==> config.mk <==
export PLATFORM = sky130hd
export DESIGN_NAME = ripple_count_capture
export DESIGN_NICKNAME = d
export VERILOG_FILES = /design/src/rtl/ripple_pkg.sv /design/src/rtl/sync_2ff.sv /design/src/rtl/ripple_count_capture.sv
export SDC_FILE = /design/constraint.sdc
export NUM_CORES = 1
export LEC_CHECK = 0
export ABC_CLOCK_PERIOD_IN_PS = 4600
export BUFFER_PORTS_ARGS = -buffer_cell sky130_fd_sc_hd__buf_2
export CORE_ASPECT_RATIO = 1.2
export CORE_MARGIN = 2
export CORE_UTILIZATION = 27
export CTS_CLUSTER_SIZE = 12
export DETAILED_ROUTE_END_ITERATION = 16
export PLACE_DENSITY_LB_ADDON = 0.1
export SYNTH_ARGS = -nofsm -noshare
export SYNTH_HDL_FRONTEND = slang
export SYNTH_SLANG_ARGS = --single-unit
==> constraint.sdc <==
create_clock -name clk -period 4.6 [get_ports clk]
set_input_delay 0.69 -clock clk [delete_from_list [all_inputs] [get_ports clk]]
set_output_delay 0.69 -clock clk [all_outputs]
set_load 0.01 [all_outputs]
==> src/rtl/ripple_pkg.sv <==
// Shared types and helpers for capturing an asynchronous ripple counter.
package ripple_pkg;

    localparam int CNT_W_DEFAULT = 4;

    typedef enum logic {
        FILL   = 1'b0,
        STABLE = 1'b1
    } filt_state_t;

    // Modular difference a-b truncated to w bits (w up to 16).
    function automatic logic [15:0] mod_delta(input logic [15:0] a,
                                              input logic [15:0] b,
                                              input int          w);
        logic [15:0] diff;
        logic [15:0] mask;
        diff = a - b;
        mask = (16'd1 << w) - 16'd1;
        return diff & mask;
    endfunction

endpackage

==> src/rtl/sync_2ff.sv <==
// Generic-width two-flop synchroniser for asynchronous inputs.
module sync_2ff #(
    parameter int WIDTH = 1
) (
    input  logic             clk,
    input  logic             reset_n,
    input  logic [WIDTH-1:0] i_d,
    output logic [WIDTH-1:0] o_q
);

    logic [WIDTH-1:0] r_meta;
    logic [WIDTH-1:0] r_sync;

    always_ff @(posedge clk or negedge reset_n) begin
        if (!reset_n) begin
            r_meta <= '0;
            r_sync <= '0;
        end else begin
            r_meta <= i_d;
            r_sync <= r_meta;
        end
    end

    assign o_q = r_sync;

endmodule

==> src/rtl/ripple_count_capture.sv <==
// Brings a ripple counter into the clk domain, filters transients, accumulates
// modular deltas into a wide total and offers snapshots over valid/ready.
module ripple_count_capture
    import ripple_pkg::*;
#(
    parameter int CNT_W         = CNT_W_DEFAULT,
    parameter int TOTAL_W       = 16,
    parameter int STABLE_CYCLES = 2
) (
    input  logic               clk,
    input  logic               reset_n,
    input  logic [CNT_W-1:0]   ripple_q,
    input  logic               clear,
    output logic               out_valid,
    input  logic               out_ready,
    output logic [TOTAL_W-1:0] out_total,
    output logic               out_wrap,
    output logic               overrun
);

    localparam logic [3:0] STAB_LAST = 4'(STABLE_CYCLES - 1);

    logic [CNT_W-1:0]   w_sync_q;
    logic [CNT_W-1:0]   r_prev_q;
    filt_state_t        r_state;
    filt_state_t        w_state_nxt;
    logic [3:0]         r_stab_cnt;
    logic [3:0]         w_stab_nxt;
    logic               w_equal;
    logic               w_accept;

    logic [CNT_W-1:0]   r_base;
    logic [TOTAL_W-1:0] r_total;
    logic               r_wrap_pend;
    logic               r_out_valid;
    logic [TOTAL_W-1:0] r_out_total;
    logic               r_out_wrap;
    logic               r_overrun;

    logic [15:0]        w_delta;
    logic [TOTAL_W:0]   w_sum;
    logic               w_carry;
    logic               w_upd;
    logic               w_load;
    logic               w_xfer;

    sync_2ff #(.WIDTH(CNT_W)) u_sync (
        .clk     (clk),
        .reset_n (reset_n),
        .i_d     (ripple_q),
        .o_q     (w_sync_q)
    );

    assign w_equal = (w_sync_q == r_prev_q);

    always_ff @(posedge clk or negedge reset_n) begin
        if (!reset_n) begin
            r_state    <= FILL;
            r_stab_cnt <= 4'd0;
            r_prev_q   <= '0;
        end else begin
            r_state    <= w_state_nxt;
            r_stab_cnt <= w_stab_nxt;
            r_prev_q   <= w_sync_q;
        end
    end

    always_comb begin
        w_state_nxt = r_state;
        case (r_state)
            FILL:    if (w_equal && (r_stab_cnt == STAB_LAST)) w_state_nxt = STABLE;
            STABLE:  if (!w_equal) w_state_nxt = FILL;
            default: w_state_nxt = FILL;
        endcase
    end

    // The accept fires once per settled value; STABLE only watches for the next change.
    always_comb begin
        w_accept   = 1'b0;
        w_stab_nxt = 4'd0;
        case (r_state)
            FILL: begin
                if (!w_equal) begin
                    w_stab_nxt = 4'd0;
                end else if (r_stab_cnt == STAB_LAST) begin
                    w_accept   = 1'b1;
                    w_stab_nxt = 4'd0;
                end else begin
                    w_stab_nxt = r_stab_cnt + 4'd1;
                end
            end
            default: w_stab_nxt = 4'd0;
        endcase
    end

    assign w_delta = mod_delta(16'(w_sync_q), 16'(r_base), CNT_W);
    assign w_sum   = {1'b0, r_total} + (TOTAL_W + 1)'(w_delta);
    assign w_carry = w_sum[TOTAL_W];
    assign w_upd   = w_accept && (w_delta != 16'd0);
    assign w_xfer  = r_out_valid && out_ready;
    assign w_load  = w_upd && (!r_out_valid || out_ready);

    always_ff @(posedge clk or negedge reset_n) begin
        if (!reset_n) begin
            r_base      <= '0;
            r_total     <= '0;
            r_wrap_pend <= 1'b0;
            r_out_valid <= 1'b0;
            r_out_total <= '0;
            r_out_wrap  <= 1'b0;
            r_overrun   <= 1'b0;
        end else if (clear) begin
            r_total     <= '0;
            r_wrap_pend <= 1'b0;
            r_overrun   <= 1'b0;
            r_out_valid <= 1'b0;
            r_base      <= w_sync_q;
        end else begin
            if (w_accept) r_base <= w_sync_q;
            if (w_upd) r_total <= w_sum[TOTAL_W-1:0];
            if (w_load) begin
                r_out_total <= w_sum[TOTAL_W-1:0];
                r_out_wrap  <= r_wrap_pend | w_carry;
                r_out_valid <= 1'b1;
                r_wrap_pend <= 1'b0;
            end else begin
                // Downstream still holds the old snapshot: keep counting, remember the carry.
                if (w_upd) begin
                    r_overrun   <= 1'b1;
                    r_wrap_pend <= r_wrap_pend | w_carry;
                end
                if (w_xfer) r_out_valid <= 1'b0;
            end
        end
    end

    assign out_valid = r_out_valid;
    assign out_total = r_out_total;
    assign out_wrap  = r_out_wrap;
    assign overrun   = r_overrun;

endmodule

==> results.yml <==
outcome:
  status: "completed"
timing:
  tightest_slew_ps: 889
  slew_headroom_pct: 40.7
  clock.fmax_ghz: 0.316
  fin_tns_setup_ps: 0
  setup_slack_ps: 1430
  min_period_ps: 3170
  drv_slew: 0
  setup_violations: 0
  worst_clock_skew_ps: 7.93
  finalHoldWorstSlack_ps: 345
  hold_violations: 0
  grt_setup_unrepaired: "false"
  timing.final.crit_share_pct: 68.9
clocking:
  clk_pin_slew_ps: 50
  post_cts_buffers: 0
  cts_htree_levels: 3
  numClockSinks: 57
  post_cts_resize_count: 0
  cts_buffer_depth: 2
  cts_buffers: 9
  ctsHoldBuffers: 0
  root_buffer: "clkbuf_16"
  worstSkewPairLatency_ps: 330
  cts_tree: "built"
worst_setup_path:
  setup.worst_path.end_class: "flip-flop"
  cp.required_ps: 4800
  crit_start: "u_sync.o_q[0]"
  worstSetupPathType: "reg -> reg"
  r2r_start: "u_sync.o_q[0]"
  cpMostUsedCell: "inv_1"
  cp_cell_sequence: "inv_1, ha_1, inv_1, fa_1, nor3_1, a311o_1, buf_4, or2_1, mux2_2"
  start_kind: "flip-flop"
  arrival_ps: 3370
  path_max_fanout: 35
  critPathMaxStageDelay_ps: 750
  cpMaxStageDelayCell: "or2_1"
place:
  hpwl_um: 3520
  port-buffer-count: 26
  gp_congestion: 0.688
  place_area_um2: 2950
  dp_cells: 378
  pre_cts_slack_ps: 1380
cells_and_area:
  antenna_cells: 0
  nets: 285
  final_common_cell: "dfrtp_1"
  fin_cells: 394
  seq_area_um2: 1430
  final_cell_mix: "dfrtp_1 (57), buf_2 (26), o21ai_0 (17)"
  utilization_pct: 33.6
  n_fill_cell: 978
  area_growth_pct: 20.1
  multiInputGateArea_um2: 1180
  drive_gt1_share_pct: 23.2
  stdcell_area_um2: 3230
die:
  core_area_um2: 9610
  io_pins: 27
  start_util_pct: 28.0
  die_y_um: 113
  dieArea_um2: 10800
  dieWidth_um: 95.2
  row_count: 39
synthesis:
  ys_seq_area_share_pct: 52.9
  syn_nets: 253
  netlist_top_cells_area: "dfrtp_1 (53%), xnor2_1 (4.6%), mux2_4 (4.5%)"
  yosysUniqueCellTypes: 34
  syn_area_um2: 2690
  ys_ff_latch: 57
  postSynthCellCount: 234
  yosysTopAreaCellShare_pct: 52.9
  synth_area_leader_cell: "dfrtp_1"
  yosys_warnings: 0
  synth_area_per_cell_um2: 11.5
routing:
  drt_iter0_markers: 51
  post_drt_via_cell_ratio: 4.46
  wl_um: 5230
  ant_nets: 0
  drc: 0
  dr.pass1.iters: 4
  via_count: 1757
  wl_per_cell_um: 13.3
grt:
  gr-total-overflow: 0
  grt_usage_pct: 10.9
  grt_pass1_wl_um: 9010
  first_global_vias: 1827
  antenna_found_initial: 0
  grt_max_degree: 58
hold_path:
  min_path_type: "reg -> reg"
  min-delay-start: "u_sync.r_meta[3]"
power:
  power_density_nw_per_um2: 382
  peakVddDrop_mv: 0.145
  power_mw: 1.24
  p_leak_nw: 1.56
run:
  cap_violations: 0
## cell type report
type	count	area share, %
clock buffer	10	7.39
clock inverter	6	1.35
inverter	11	1.28
multi-input combinational	159	36.6
sequential	57	44.1
tap	123	4.76
timing repair buffer	28	4.49
## metal layers
metal  vias to the layer above  track usage, %  share of wire, %
li1                        883               -                 -
met1                       840            13.8                48
met2                        27            16.8                47
met3                         7            3.57               3.6
met4                         0            4.93               1.7
met5                         -               0                 0
## sequential cells by signal, indices dropped and copies added, names as in the netlist
signal / cells
r_wrap_pend: 1
u_sync.r_meta: 4
overrun: 1
out_wrap: 1
r_prev_q: 4
r_state: 1
r_stab_cnt: 4
r_total: 16
out_total: 16
u_sync.o_q: 4
out_valid: 1
r_base: 4
## path summary, 6_finish.rpt
path,slack (ps),cells after the start,end
max,1430,9,out_total[2]
max reg2reg,1430,9,out_total[2]
min in group asynchronous,510,2,out_total[12]
min reg2reg,350,0,u_sync.o_q[3]
max in group asynchronous,3610,2,r_prev_q[1]
min,350,0,u_sync.o_q[3]
## synthesized netlist by cell type (all sizes together)
| master | instances |
|---|---|
| dfrtp | 57 |
| mux2 | 18 |
| o21ai | 17 |
| a21oi | 14 |
| xnor2 | 14 |
| nor2 | 13 |
| inv | 11 |
| nand2 | 11 |
| or3 | 11 |
| ha | 9 |
| xor2 | 8 |
| nand3 | 6 |
| nand4 | 6 |
| clkbuf | 5 |
| mux2i | 4 |
| nand2b | 4 |
| nor3 | 4 |
| o31ai | 3 |
| a211oi | 2 |
| a21o | 2 |
| buf | 2 |
| fa | 2 |
| or2 | 2 |
| a311o | 1 |
| and3b | 1 |
| nand3b | 1 |
| o211a | 1 |
| o211ai | 1 |
| o21a | 1 |
| o21bai | 1 |
| or3b | 1 |
| or4 | 1 |
## power breakdown
group | internal [mW] | total (mW) | switching, mW
Sequential | 0.518 | 0.527 | 0.00896
Clock | 0.379 | 0.617 | 0.238
Combinational | 0.0368 | 0.0925 | 0.0557
## critical path, delay by kind of cell (launching register included)
family	cells	cell delay, ps
fa+ha+maj	2	650
flops	1	400
buf+inv	3	440
simple gates	2	950
mux	1	410
compound gates	1	190
## cells by family after synthesis
kind of cell               synth area share, %
muxes                                     10.1
adders and majority gates                 5.67
buffers and inverters                     3.07
and+or+nand+nor                           11.8
DFF                                       52.9
AOI/OAI and AO/OA                         9.29
xor gates and xnor gates                  7.15
Power figures use the tool's default switching activity.
